`config.mk`:
```
export PLATFORM = sky130hd
export DESIGN_NAME = mult16_stream
export DESIGN_NICKNAME = d
export VERILOG_FILES = /design/src/rtl/mult16_pkg.sv /design/src/rtl/mult16_core.sv /design/src/rtl/mult16_stream.sv
export SDC_FILE = /design/constraint.sdc
export NUM_CORES = 1
export LEC_CHECK = 0
export CORE_UTILIZATION = 59
export CTS_CLUSTER_SIZE = 40
export DETAILED_ROUTE_END_ITERATION = 10
export PLACE_DENSITY = 0.81
export SLEW_MARGIN = 20
export SYNTH_ARGS = -nofsm -noshare
export SYNTH_HDL_FRONTEND = slang
export SYNTH_SLANG_ARGS = --single-unit
```
`constraint.sdc`:
```
create_clock -name clk -period 8.2 [get_ports clk]
set_input_delay 1.64 -clock clk [delete_from_list [all_inputs] [get_ports clk]]
set_output_delay 1.64 -clock clk [all_outputs]
set_load 0.03 [all_outputs]
```
`src/rtl/mult16_pkg.sv`:
```
// Shared widths and FSM state encoding for the mult16 streaming multiplier.
package mult16_pkg;

  localparam int OP_W   = 16;
  localparam int PROD_W = 32;
  localparam int PSUM_W = 24;

  typedef enum logic [1:0] {
    IDLE   = 2'd0,
    ACTIVE = 2'd1,
    DRAIN  = 2'd2
  } state_t;

endpackage

```
`src/rtl/mult16_core.sv`:
```
// Purely combinational 16x16 unsigned multiplier; also exposes the two
// partial sums (multiplier rows 0-7 and 8-15) for the split-pipeline build.
module mult16_core
  import mult16_pkg::*;
(
  input  logic [OP_W-1:0]   a,
  input  logic [OP_W-1:0]   b,
  output logic [PROD_W-1:0] product,
  output logic [PSUM_W-1:0] psum_lo,
  output logic [PSUM_W-1:0] psum_hi
);

  assign product = PROD_W'(a) * PROD_W'(b);
  assign psum_lo = PSUM_W'(a) * PSUM_W'(b[7:0]);
  assign psum_hi = PSUM_W'(a) * PSUM_W'(b[15:8]);

endmodule

```
`src/rtl/mult16_stream.sv`:
```
// Valid/ready streaming multiplier with frame tracking and delivery counters.
// Define MULT16_PIPE2_EN to add the S1b partial-sum register stage.
module mult16_stream
  import mult16_pkg::*;
#(
  parameter int CNT_W = 16
) (
  input  logic              clk,
  input  logic              rst_n,
  input  logic              in_valid,
  output logic              in_ready,
  input  logic [OP_W-1:0]   in_a,
  input  logic [OP_W-1:0]   in_b,
  input  logic              in_last,
  output logic              out_valid,
  input  logic              out_ready,
  output logic [PROD_W-1:0] out_product,
  output logic              out_last,
  output logic [CNT_W-1:0]  prod_cnt,
  output logic [CNT_W-1:0]  frame_cnt,
  output logic              busy
);

  state_t state, state_nx;

  logic            en;
  logic            s1_full, s1_last;
  logic [OP_W-1:0] s1_a, s1_b;
  logic            accept, deliver, s1_adv, feed_adv;
  logic            feed_full, feed_last;
  logic [PROD_W-1:0] feed_p;

  assign accept  = in_valid && in_ready;
  assign deliver = out_valid && out_ready;

  // S2 loads whenever it is empty or being emptied this cycle
  assign feed_adv = feed_full && (!out_valid || deliver);

`ifdef MULT16_PIPE2_EN
  logic              s1b_full, s1b_last;
  logic [PSUM_W-1:0] s1b_lo, s1b_hi, ps_lo, ps_hi;

  mult16_core u_core (
    .a       (s1_a),
    .b       (s1_b),
    .product (),
    .psum_lo (ps_lo),
    .psum_hi (ps_hi)
  );

  assign s1_adv    = s1_full && (!s1b_full || feed_adv);
  assign feed_full = s1b_full;
  assign feed_last = s1b_last;
  assign feed_p    = {8'b0, s1b_lo} + {s1b_hi, 8'b0};

  always_ff @(posedge clk or negedge rst_n) begin
    if (!rst_n) begin
      s1b_full <= 1'b0;
      s1b_last <= 1'b0;
      s1b_lo   <= '0;
      s1b_hi   <= '0;
    end else if (s1_adv) begin
      s1b_full <= 1'b1;
      s1b_last <= s1_last;
      s1b_lo   <= ps_lo;
      s1b_hi   <= ps_hi;
    end else if (feed_adv) begin
      s1b_full <= 1'b0;
    end
  end
`else
  logic [PROD_W-1:0] mul_p;

  mult16_core u_core (
    .a       (s1_a),
    .b       (s1_b),
    .product (mul_p),
    .psum_lo (),
    .psum_hi ()
  );

  assign s1_adv    = feed_adv;
  assign feed_full = s1_full;
  assign feed_last = s1_last;
  assign feed_p    = mul_p;
`endif

  // en holds in_ready low until the first edge after reset release
  always_ff @(posedge clk or negedge rst_n) begin
    if (!rst_n) begin
      en      <= 1'b0;
      state   <= IDLE;
      s1_full <= 1'b0;
      s1_last <= 1'b0;
      s1_a    <= '0;
      s1_b    <= '0;
    end else begin
      en    <= 1'b1;
      state <= state_nx;
      if (accept) begin
        s1_full <= 1'b1;
        s1_last <= in_last;
        s1_a    <= in_a;
        s1_b    <= in_b;
      end else if (s1_adv) begin
        s1_full <= 1'b0;
      end
    end
  end

  always_ff @(posedge clk or negedge rst_n) begin
    if (!rst_n) begin
      out_valid   <= 1'b0;
      out_product <= '0;
      out_last    <= 1'b0;
      prod_cnt    <= '0;
      frame_cnt   <= '0;
    end else begin
      if (feed_adv) begin
        out_valid   <= 1'b1;
        out_product <= feed_p;
        out_last    <= feed_last;
      end else if (deliver) begin
        out_valid <= 1'b0;
      end
      if (deliver) begin
        prod_cnt <= prod_cnt + CNT_W'(1);
        if (out_last) frame_cnt <= frame_cnt + CNT_W'(1);
      end
    end
  end

  always_comb begin
    state_nx = state;
    busy     = (state != IDLE);
    in_ready = en && (state != DRAIN) && (!s1_full || s1_adv);
    case (state)
      IDLE:    if (accept) state_nx = in_last ? DRAIN : ACTIVE;
      ACTIVE:  if (accept && in_last) state_nx = DRAIN;
      DRAIN:   if (deliver && out_last) state_nx = IDLE;
      default: state_nx = IDLE;
    endcase
  end

endmodule

```
# After elaboration in Yosys (flattened, before gate mapping)
# Index checks and enable logic that the tools add are counted.
totals:
  reg_bits: 103
  input_bits: 37
  out_inout_bits: 68
classes:
  addsub: 2
  multipliers: 1
  n_eq_ne: 6
  mux: 9
  n_reduce_logical: 17
op_table:
  columns: ["operator", "count"]
  rows:
  - ["adder 16 x 1 -> 16 bit (second input constant)", 2]
  - ["multiplier 16 x 16 -> 32 bit", 1]
  - ["2-to-1 mux 2 bit", 4]
  - ["inequality test 2 bit (second input constant)", 4]
  - ["logical AND 1 bit", 7]
  - ["case mux 2 bit (3 select lines)", 1]
  - ["nonzero test 2 bit", 3]
  - ["2-to-1 mux 1 bit", 4]
  - ["AND reduction 3 bit", 1]
  - ["equality test 2 x 1 -> 1 bit (second input constant)", 1]
  - ["equality test 2 bit (second input constant)", 1]
  - ["zero test 1 bit", 2]
  - ["zero test 2 bit", 1]
  - ["logical OR 1 bit", 2]
  - ["AND reduction 2 bit", 1]

# Longest topological paths before layout
# Gate-level depths: netlist of the first run.
logic_depth:
  ltp_word: 9
  depth_mapped: 23
  mapped_depth_nobuf: 21

# Cells and area by module
# From an unflattened synthesis of the first run, not the netlist that was laid out.
hier_totals:
  hier_cells: 1928
  hier_area_um2: 18336.3
modules_own_cells:
  columns: ["mod", "n_inst", "cells_each", "area_per_inst_um2"]
  rows:
  - ["mult16_core", 1, 1650, 14173.6]
  - ["mult16_stream", 1, 278, 4162.7]

# Worst setup path after synthesis of the first run
# No wires, ideal clock.
synth_path:
  path_type: "register to register"
  startpoint: "register s1_b[7]"
  endpoint: "register out_product[26]"
  setup_time_ns: 0.095
  t_arrival_ns: 5.602
  required_ns: 8.105
  path_slack_ns: 2.502
  path_stages_with_launch: 21
  cell_sequence: "dfrtp_1 clkbuf_1 clkbuf_1 nand2_1 fa_1 fa_1 inv_1 fa_1 fa_1 fa_1 inv_1 fa_1 inv_1 ha_1 clkbuf_1 nand4_1 or3_1 a21oi_1 o21bai_1 and3_1 o31ai_1"
synth_via:
  elab_chain_len: 1
synth_lines:
  columns: ["item", "line_no", "source"]
  rows:
  - ["start: declaration", "mult16_stream.sv:28", "logic [OP_W-1:0] s1_a, s1_b;"]
  - ["start signal: assignment", "mult16_stream.sv:104", "s1_b <= in_b;"]
  - ["multiplier 16 x 16 -> 32 bit", "mult16_core.sv:13", "assign product = PROD_W'(a) * PROD_W'(b);"]
  - ["end signal: assignment", "mult16_stream.sv:121", "out_product <= feed_p;"]
  - ["end: declaration", "mult16_stream.sv:17", "output logic [PROD_W-1:0] out_product,"]
# No other way between the ends.
# A chain may end at the register's enable or synchronous reset.

# Worst setup path in the final report of the first run
layout_path:
  startpoint: "register s1_a[7]"
  endpoint: "register out_product[30]"
layout_via:
  elab_chain_len: 1
layout_lines:
  columns: ["item", "line_no", "source"]
  rows:
  - ["start: declaration", "mult16_stream.sv:28", null]
  - ["start signal: assignment", "mult16_stream.sv:103", "s1_a <= in_a;"]
  - ["multiplier 16 x 16 -> 32 bit", "mult16_core.sv:13", null]
# No other way between the ends.

==> results.cfg, run 1 <==
[logic_synthesis]
ys_seq_area_share_pct = 20.46
synthArstFlopShare_pct = 100.0
avgSynthCellArea_um2 = 9.003
netlist_area_um2 = 12590
yosysWarnings = 0
synth_most_common_cell = nand2_1
yosysTopAreaCell = fa_1
synth-main-ff-cell = dfrtp_1
yosysUniqueCellTypes = 48
ys_ff_latch = 103
synth-edff-count = 0
synth_area_leaders = fa_1 31%, dfrtp_1 20%, ha_1 11%, nand2_1 9.4%, inv_1 7.1%
synthTopCellsByCount = 314 x nand2_1, 237 x inv_1, 194 x fa_1
netlist.area_leader.share_pct = 30.84
synth_fp_nets = 1736
synth_cells = 1399

[grt]
antenna_found_initial = 0
grt_max_degree = 80
grtUsageTotal_pct = 29.56
grt_pass1_vias = 9973
grt.overflow.total = 0
grt_pass1_wl_um = 50340

[setup_path]
path_cells = nand2_1, fa_1, inv_1, fa_1, inv_1, fa_1, inv_1, fa_1, fa_1, inv_1, fa_1, inv_1, ha_1, a21oi_1, o21ai_1, nor2b_1, a211o_1, o31ai_1, xor2_1, o21ai_1
reg2reg_slack_ns = 1.87
path_max_fanout = 17
critical_path_arrival_ns = 6.55
slowest_delay_ns = 0.79
worst-path-buf-inv = 5
critPathSlowestCell = dfrtp_1
path_class = reg -> reg
cp-end-kind = register
critPathLaunchType = register
cpMostUsedCell = fa_1
crit_required_ns = 8.43
cp_top_family = adder cells

[floorplan]
num_rows = 53
chipWidth_um = 148.1
die_h_um = 148.1
start_util_pct = 60.10
coreArea_um2 = 20960
io_pins = 105
die-area_um2 = 21940

[route]
viasPerCell = 5.480
drt_first_pass_iters = 5
routed_wl_um = 29570
avgRoutedWirePerCell_um = 17.03
drt-initial-drc-count = 574
vias = 9514
drc = 0
ant_nets = 0

[place]
portBuffers = 104
dp_cells = 1720
dp_hpwl_um = 22830
gp_congestion = 0.8999

[cts]
hold_buffers = 0
numCtsBuffers = 9
clock_latency_ns = 0.36
cts-root-buf = clkbuf_16
h-tree-depth = 3
cts_tree = yes
clock_path_buffers = 2
clkSlewWorstSetupHoldPaths_ns = 0.08
post_cts_buffers = 0
numClockSinks = 103
cts_resized = 0

[sta]
max_freq_mhz = 158.0
finalSetupViolCount = 0
timing.final.crit_share_pct = 77.16
max_slew.worst_pin.slew_ns = 0.7850
hold_violations = 0
finalSetupTns_ns = 0
grt_setup_unrepaired = false
finClkSkew_ns = 0.01419
maxSlewViolCount = 0
layout_min_cycle_time_ns = 6.327
relSlewSlack_pct = 47.67
holdWs_ns = 0.4798

[cells_and_area]
fin_cells = 1736
drive_above_1_share_pct = 1.916
antennaDiodeCount = 0
area_growth_pct = 11.67
fin_nets = 1793

[outcome]
status = finished clean

[power_and_ir_drop]
ir_drop_mv = 0.08742
total_power_uw = 970.4
power_frac_clock_pct = 44.7
powerDensity_nw_per_um2 = 69.00
internal-power_uw = 742.3
p_comb_share_pct = 2.9
power.switching_uw = 228.1
p_sw_share_pct = 23.50
p_leak_uw = 0.007326
p_seq_share_pct = 52.3

[hold_path]
hp-class = reg -> reg

[job]
cap_violations = 0
==> path summary, 6_finish.rpt <==
path                                     start         endpoint  depth (start not counted)
worst max-delay path                   s1_a[7]  out_product[30]                         20
worst min-delay path            out_product[8]   out_product[8]                          2
worst max register to register         s1_a[7]  out_product[30]                         20
worst min register to register  out_product[8]   out_product[8]                          2
max in group asynchronous                rst_n     frame_cnt[5]                          2
min in group asynchronous                rst_n          s1_a[8]                          1
==> layout by cell type (no fill, tap or decap), types with 2 or more instances in the layout <==
cell	Yosys	layout
nor2_1	18	18
clkbuf_16	0	9
a31oi_1	8	8
nor3_1	3	3
nor2b_1	2	2
o21ai_0	29	29
nand2b_1	5	5
and3_1	15	15
nand4_1	16	16
buf_4	0	3
a21o_1	17	17
a31o_2	2	2
o211ai_1	3	3
o22ai_1	4	4
inv_8	0	2
ha_1	106	106
fa_1	194	194
or4_1	2	2
o21a_1	2	2
xor2_1	17	17
o21ai_1	5	5
inv_1	237	237
o31ai_1	5	5
and2_1	120	120
or3_1	3	3
a21oi_1	27	27
nand2_1	314	314
o21bai_1	5	5
nand3_1	18	18
clkdlybuf4s50_1	0	103
dfrtp_1	103	103
a21boi_0	2	2
clkinvlp_4	0	2
xnor2_1	38	38
==> state kept, by name, summed over array words and instances, names as in the netlist <==
register and cells:
s1_b 16, s1_a 16, state 2, feed_full 1
frame_cnt 16, feed_last 1, out_product 32, out_valid 1
out_last 1, prod_cnt 16, en 1
==> final cells by class <==
cell class / count / area (µm²)
clock buffers: 10 / 239.0
inverters: 238 / 893.4
repair buffers: 107 / 1065
fillers: 1689 / 6890
well taps: 275 / 344.1
flip-flops and latches: 103 / 2577
clock inverters: 6 / 51.30
multi-input cells: 997 / 8895
==> cells by family (layout without fill, tap and decap cells) <==
kind of cell | count (synthesis) | in the layout | synth area share, %
other | 1 | 1 | 0.02977
muxes | 1 | 1 | 0.08940
AOI/OAI and AO/OA | 119 | 119 | 6.169
DFF | 103 | 103 | 20.46
buffers and inverters | 299 | 361 | 8.911
xor gates and xnor gates | 55 | 55 | 3.825
adders and majority gates | 300 | 300 | 41.37
and+or+nand+nor | 521 | 521 | 19.14
==> per-stage QoR <==
step / setup WS (ns) / util, % / area (µm²)
finish: 1.873 / 67.12 / 14060
floorplan: 2.502 / - / 12590
detailed placement: 1.929 / 65.72 / 13770
global route: 1.599 / 67.12 / 14060
CTS: 1.896 / 67.10 / 14060
global placement: 1.948 / 65.72 / 13770
==> per-layer routing <==
layer / global-route usage, % / up-vias / part of all wire, %
met2: 48.36 / 319 / 47
met3: 5.706 / 43 / 7.2
met1: 40.27 / 4773 / 43
met4: 8.608 / 0 / 2.2
li1: - / 4379 / -
met5: 0 / - / 0
==> worst register-to-register path, stage by stage, from the launching register on <==
cell and delay, ns:
dfrtp_1 0.79, nand2_1 0.19, fa_1 0.58, inv_1 0.05, fa_1 0.50, inv_1 0.05
fa_1 0.53, inv_1 0.06, fa_1 0.38, fa_1 0.52, inv_1 0.06, fa_1 0.51
inv_1 0.06, ha_1 0.36, a21oi_1 0.34, o21ai_1 0.13, nor2b_1 0.15, a211o_1 0.30
o31ai_1 0.33, xor2_1 0.23, o21ai_1 0.08
==> power by group through the flow <==
stage          Clock (µW)  Combinational [µW]  Sequential, µW
6_report              434                28.6             508
5_1_grt               460                31.9             508
4_1_cts               443                29.2             508
3_5_place_dp            0                29.0             518
3_3_place_gp            0                29.0             518
2_1_floorplan           0               0.386             518
No activity file was read; power rests on OpenSTA's default activity.
==> inputs of run 2 (changes only) <==
==> constraint.sdc (replaced) <==
create_clock -name clk -period 6.2 [get_ports clk]
set_input_delay 1.24 -clock clk [delete_from_list [all_inputs] [get_ports clk]]
set_output_delay 1.24 -clock clk [all_outputs]
set_load 0.03 [all_outputs]
==> run 2 against run 1 <==
- combinational power rose by 31%
- die area unchanged
- first-iteration DRC count rose by 15%
- critical path type unchanged
- highest routed layer unchanged
==> results.cfg, run 2 (synthesis results as in run 1) <==
[power_and_ir_drop]
p_sw_share_pct = 23.42
ir_drop_mv = 0.1286
power_frac_clock_pct = 46.3
p_leak_uw = 0.007453
p_seq_share_pct = 50.8
internal-power_uw = 1012
p_comb_share_pct = 2.8
power.switching_uw = 309.3
powerDensity_nw_per_um2 = 92.43

[setup_path]
crit_required_ns = 6.44
slowest_delay_ns = 0.61
critPathSlowestCell = dfrtp_1
path_max_fanout = 10
path_class = reg -> reg
critical_path_arrival_ns = 6.21
cpMostUsedCell = fa_1
path_cells = nand2_1, fa_1, fa_1, fa_1, inv_1, fa_1, fa_1, inv_1, fa_1, inv_1, ha_1, nand4_1, o211ai_1, a21oi_1, o21ai_1, o31a_1, o22ai_1
reg2reg_slack_ns = 0.23
critPathLaunchType = register
cp-end-kind = register

[floorplan]
coreArea_um2 = 20960
die_h_um = 148.1
chipWidth_um = 148.1
io_pins = 105
start_util_pct = 60.10
num_rows = 53
die-area_um2 = 21940

[sta]
finClkSkew_ns = 0.01336
finalSetupViolCount = 0
grt_setup_unrepaired = false
max_freq_mhz = 167.6
relSlewSlack_pct = 52.44
maxSlewViolCount = 0
hold_violations = 0
timing.final.crit_share_pct = 96.24
finalSetupTns_ns = 0
max_slew.worst_pin.slew_ns = 0.7135
layout_min_cycle_time_ns = 5.967

[grt]
grtUsageTotal_pct = 30.13
grt_pass1_wl_um = 51430
grt.overflow.total = 0
grt_pass1_vias = 10076
grt_max_degree = 79
antenna_found_initial = 0

[cells_and_area]
largest_reg_flops = 32
fin_nets = 1819
stdcell_area_um2 = 14290
layout_common_cells = 314 x nand2_1, 237 x inv_1, 194 x fa_1
antennaDiodeCount = 0
area_growth_pct = 13.48
largest_register = out_product
fillers = 1674
multi_input_area_um2 = 8899
drive_above_1_share_pct = 4.509
seq_area_um2 = 2594
mostFrequentLayoutCell = nand2_1

[route]
ant_nets = 0
routed_wl_um = 30490
drc = 0
drt_first_pass_iters = 5
avgRoutedWirePerCell_um = 17.31
viasPerCell = 5.459
vias = 9613
drt-initial-drc-count = 658

[cts]
clock_latency_ns = 0.36
hold_buffers = 0
post_cts_buffers = 0
h-tree-depth = 3
numCtsBuffers = 9
clkSlewWorstSetupHoldPaths_ns = 0.08
clock_path_buffers = 2
cts_tree = yes
cts-root-buf = clkbuf_16
numClockSinks = 103
cts_resized = 0

[hold_path]
hp-class = reg -> reg

[place]
portBuffers = 104
dpl-instance-area_um2 = 13970
gp_congestion = 0.9248
dp_hpwl_um = 24150

[job]
cap_violations = 0

[outcome]
status = finished clean
run 2: power by group through the flow:
stage	combinational, µW	sequential [µW]	clock (µW)
floorplan	0.509	685	0
finish	37.6	671	612
detailed placement	38.1	685	0
global route	42.0	671	645
global placement	38.0	685	0
CTS	38.4	671	620
run 2: area by class of cell:
type,count,share of cell area [%]
inverters,238,6.251
repair buffers,133,8.816
well taps,275,2.407
multi-input cells,997,62.26
clock buffers,9,1.576
clock inverters,6,0.5428
flip-flops and latches,103,18.15
run 2: final timing paths:
kind                               start               to  depth (start not counted)
worst min-delay path            state[1]         state[0]                          1
min in group asynchronous          rst_n         s1_b[13]                          1
worst min register to register  state[1]         state[0]                          1
worst max register to register  s1_a[11]  out_product[29]                         17
worst max-delay path            s1_a[11]  out_product[29]                         17
max in group asynchronous          rst_n    frame_cnt[12]                          2
run 2: metal layers:
layer / track usage, % / part of all wire (%) / routed length [µm]
met5: 0 / 0 / 0
met4: 8.969 / 2.5 / 765
met3: 6.350 / 7.8 / 2372
met2: 48.22 / 47 / 14440
met1: 41.54 / 42 / 12910
run 2: critical path, delay by kind of cell (launching register included):
family | cells | cell delay (ns)
flip-flops | 1 | 0.61
adder cells (fa/ha/maj) | 7 | 3.56
AO/OA/AOI/OAI | 5 | 1.13
buffers and inverters | 3 | 0.15
AND/OR/NAND/NOR | 2 | 0.37
run 2: per-stage QoR:
step	hold WS [ns]	std cells	util, %	power [µW]	worst slack, ns
after floorplan	0.4385	1399	-	685.6	0.5021
after global placement	0.4511	1746	66.65	722.9	0.2519
after detailed placement	0.4569	1746	66.65	723.0	0.06112
after CTS	0.4785	1761	68.09	1330	0.05006
after global routing	0.5042	1761	68.21	1359	0.005713
final	0.4757	1761	68.21	1321	0.2331
==> inputs of run 3 (changes only) <==
--- a/config.mk
+++ b/config.mk
@@ -5,10 +5,9 @@
 export SDC_FILE = /design/constraint.sdc
 export NUM_CORES = 1
 export LEC_CHECK = 0
-export CORE_UTILIZATION = 59
+export CORE_UTILIZATION = 40
 export CTS_CLUSTER_SIZE = 40
 export DETAILED_ROUTE_END_ITERATION = 10
-export PLACE_DENSITY = 0.81
 export SLEW_MARGIN = 20
 export SYNTH_ARGS = -nofsm -noshare
 export SYNTH_HDL_FRONTEND = slang
==> run 3 against run 2 <==
- worst setup slack got worse by 0.024 ns
- fmax decreased by 0.41%
- register-to-register slack got worse by 0.02 ns
- count of clock-buffer cells in the layout unchanged
- total power decreased by 1.6%
- sequential share of layout area decreased by 0.31 points
- final area increased by 1.9%
- clock power decreased by 3.4%
- combinational power about the same
- final cell count increased by 7.7%
- sequential power about the same
==> results.cfg, run 3 (synthesis results as in run 1) <==
[hold_path]
min_to = out_product[0]
whs_path_depth = 2
hp-start = out_product[0]
hp-class = reg -> reg

[sta]
finalSetupViolCount = 0
finalSetupTns_ns = 0
max_slew.worst_pin.slew_ns = 0.7776
relSlewSlack_pct = 48.16
max_freq_mhz = 166.9
finClkSkew_ns = 0.01122
layout_min_cycle_time_ns = 5.991
hold_violations = 0
timing.final.crit_share_pct = 96.63
maxSlewViolCount = 0
grt_setup_unrepaired = false

[cts]
clock_path_buffers = 2
numCtsBuffers = 9
cts-root-buf = clkbuf_16
clkSlewWorstSetupHoldPaths_ns = 0.09
numClockSinks = 103
hold_buffers = 0
post_cts_buffers = 0
cts_tree = yes
h-tree-depth = 3
clock_latency_ns = 0.37

[cells_and_area]
mostFrequentLayoutCell = nand2_1
fillers = 3020
layout_common_cells = 314 x nand2_1, 237 x inv_1, 194 x fa_1
fin_cells = 1897
postLayoutCoreUtil_pct = 47.34
multi_input_area_um2 = 8902
antennaDiodeCount = 0
fin_nets = 1833
largest_reg_flops = 32
seq_area_um2 = 2596
largest_register = out_product
drive_above_1_share_pct = 5.663
area_growth_pct = 15.59

[grt]
grt.overflow.total = 0
grt_pass1_wl_um = 53700
grtUsageTotal_pct = 20.99
grt_pass1_vias = 10096
grt_max_degree = 57
antenna_found_initial = 0

[power_and_ir_drop]
p_seq_share_pct = 51.6
p_comb_share_pct = 2.9
power.switching_uw = 326.0
power_frac_clock_pct = 45.4
p_sw_share_pct = 25.07
powerDensity_nw_per_um2 = 89.30
internal-power_uw = 974.1
ir_drop_mv = 0.1387
p_leak_uw = 0.007523

[place]
dp_cells = 1881
gp_congestion = 0.8652
dp_hpwl_um = 25510
portBuffers = 104

[setup_path]
reg2reg_slack_ns = 0.21
r2r-start = s1_a[8]
crit_required_ns = 6.42
path_max_fanout = 7
path_class = reg -> reg
reg2regPathDepth = 19
critical_path_arrival_ns = 6.21
timing.rr.end = out_product[31]
cp-end-kind = register
critPathLaunchType = register

[route]
routed_wl_um = 31690
viasPerCell = 4.979
avgRoutedWirePerCell_um = 16.70
vias = 9445
drt_first_pass_iters = 5
ant_nets = 0
drc = 0
drt-initial-drc-count = 394

[floorplan]
die_h_um = 179.4
start_util_pct = 40.96
io_pins = 105
num_rows = 64
chipWidth_um = 179.4
die-area_um2 = 32200
coreArea_um2 = 30750

[job]
cap_violations = 0

[outcome]
status = finished clean
-- run 3: changes by cell type in the layout (fill, tap and decap cells not counted), sizes merged --
cell	delta
buf	+14
bufinv	-1
clkinv	+4
inv	-2
-- run 3: area by class of cell --
cell class / count / share of cell area (%)
clock inverters: 7 / 0.4899
flip-flops and latches: 103 / 17.83
well taps: 396 / 3.404
inverters: 238 / 6.137
clock buffers: 9 / 1.547
repair buffers: 147 / 9.437
multi-input cells: 997 / 61.15
-- run 3: how the worst max path moves through the flow --
stage             from               to  slack, ns  cells past startpoint
4_1_cts        s1_a[6]  out_product[31]       0.07                     19
6_report       s1_a[8]  out_product[31]       0.21                     19
3_5_place_dp   s1_a[6]  out_product[31]       0.14                     19
2_1_floorplan  s1_b[7]  out_product[26]       0.50                     20
5_1_grt        s1_b[1]  out_product[31]      0.004                     19
3_3_place_gp   s1_a[7]  out_product[31]       0.24                     19
-- run 3: per-stage QoR --
step	worst slack (ns)	power, µW	instance area (µm²)	hold slack, ns
6_report	0.2087	1300	14560	0.4718
5_1_grt	0.003512	1349	14560	0.5087
4_1_cts	0.06770	1321	14530	0.4803
3_5_place_dp	0.1374	724.2	14230	0.4620
3_3_place_gp	0.2382	724.6	14230	0.4530
2_1_floorplan	0.5021	685.6	12590	0.4385
-- run 3: power groups by stage --
stage          Sequential, µW  Clock, µW  Combinational, µW
5_1_grt                   671        635               42.7
3_5_place_dp              685          0               39.4
4_1_cts                   671        610               39.6
3_3_place_gp              685          0               39.7
6_report                  671        591               37.9
2_1_floorplan             685          0              0.509
-- run 3: routing by layer --
layer  GRT usage [%]  share of wire, %  vias to the layer above
met1           28.46                45                     4686
met4           6.448               2.3                        0
met2           33.89                47                      259
li1                -                 -                     4463
met3           4.234               6.3                       37
met5               0                 0                        -
-- run 3: worst max-delay path, stage by stage (launching register included) --
cell and delay (ns):
dfrtp_2 0.48, buf_4 0.20, and2_1 0.16, fa_1 0.54
inv_1 0.05, fa_1 0.46, fa_1 0.52, inv_1 0.06
fa_1 0.54, fa_1 0.52, inv_1 0.05, fa_1 0.49
inv_1 0.04, ha_1 0.40, nand4_1 0.21, o211ai_4 0.27
a21oi_4 0.11, nor4_1 0.47, or4_1 0.18, a31oi_1 0.07
-- run 3: timing repair --
item	CTS	global route
resized for setup	0	17
endpoints found under the setup margin	0	12
hold endpoints to repair	0	0
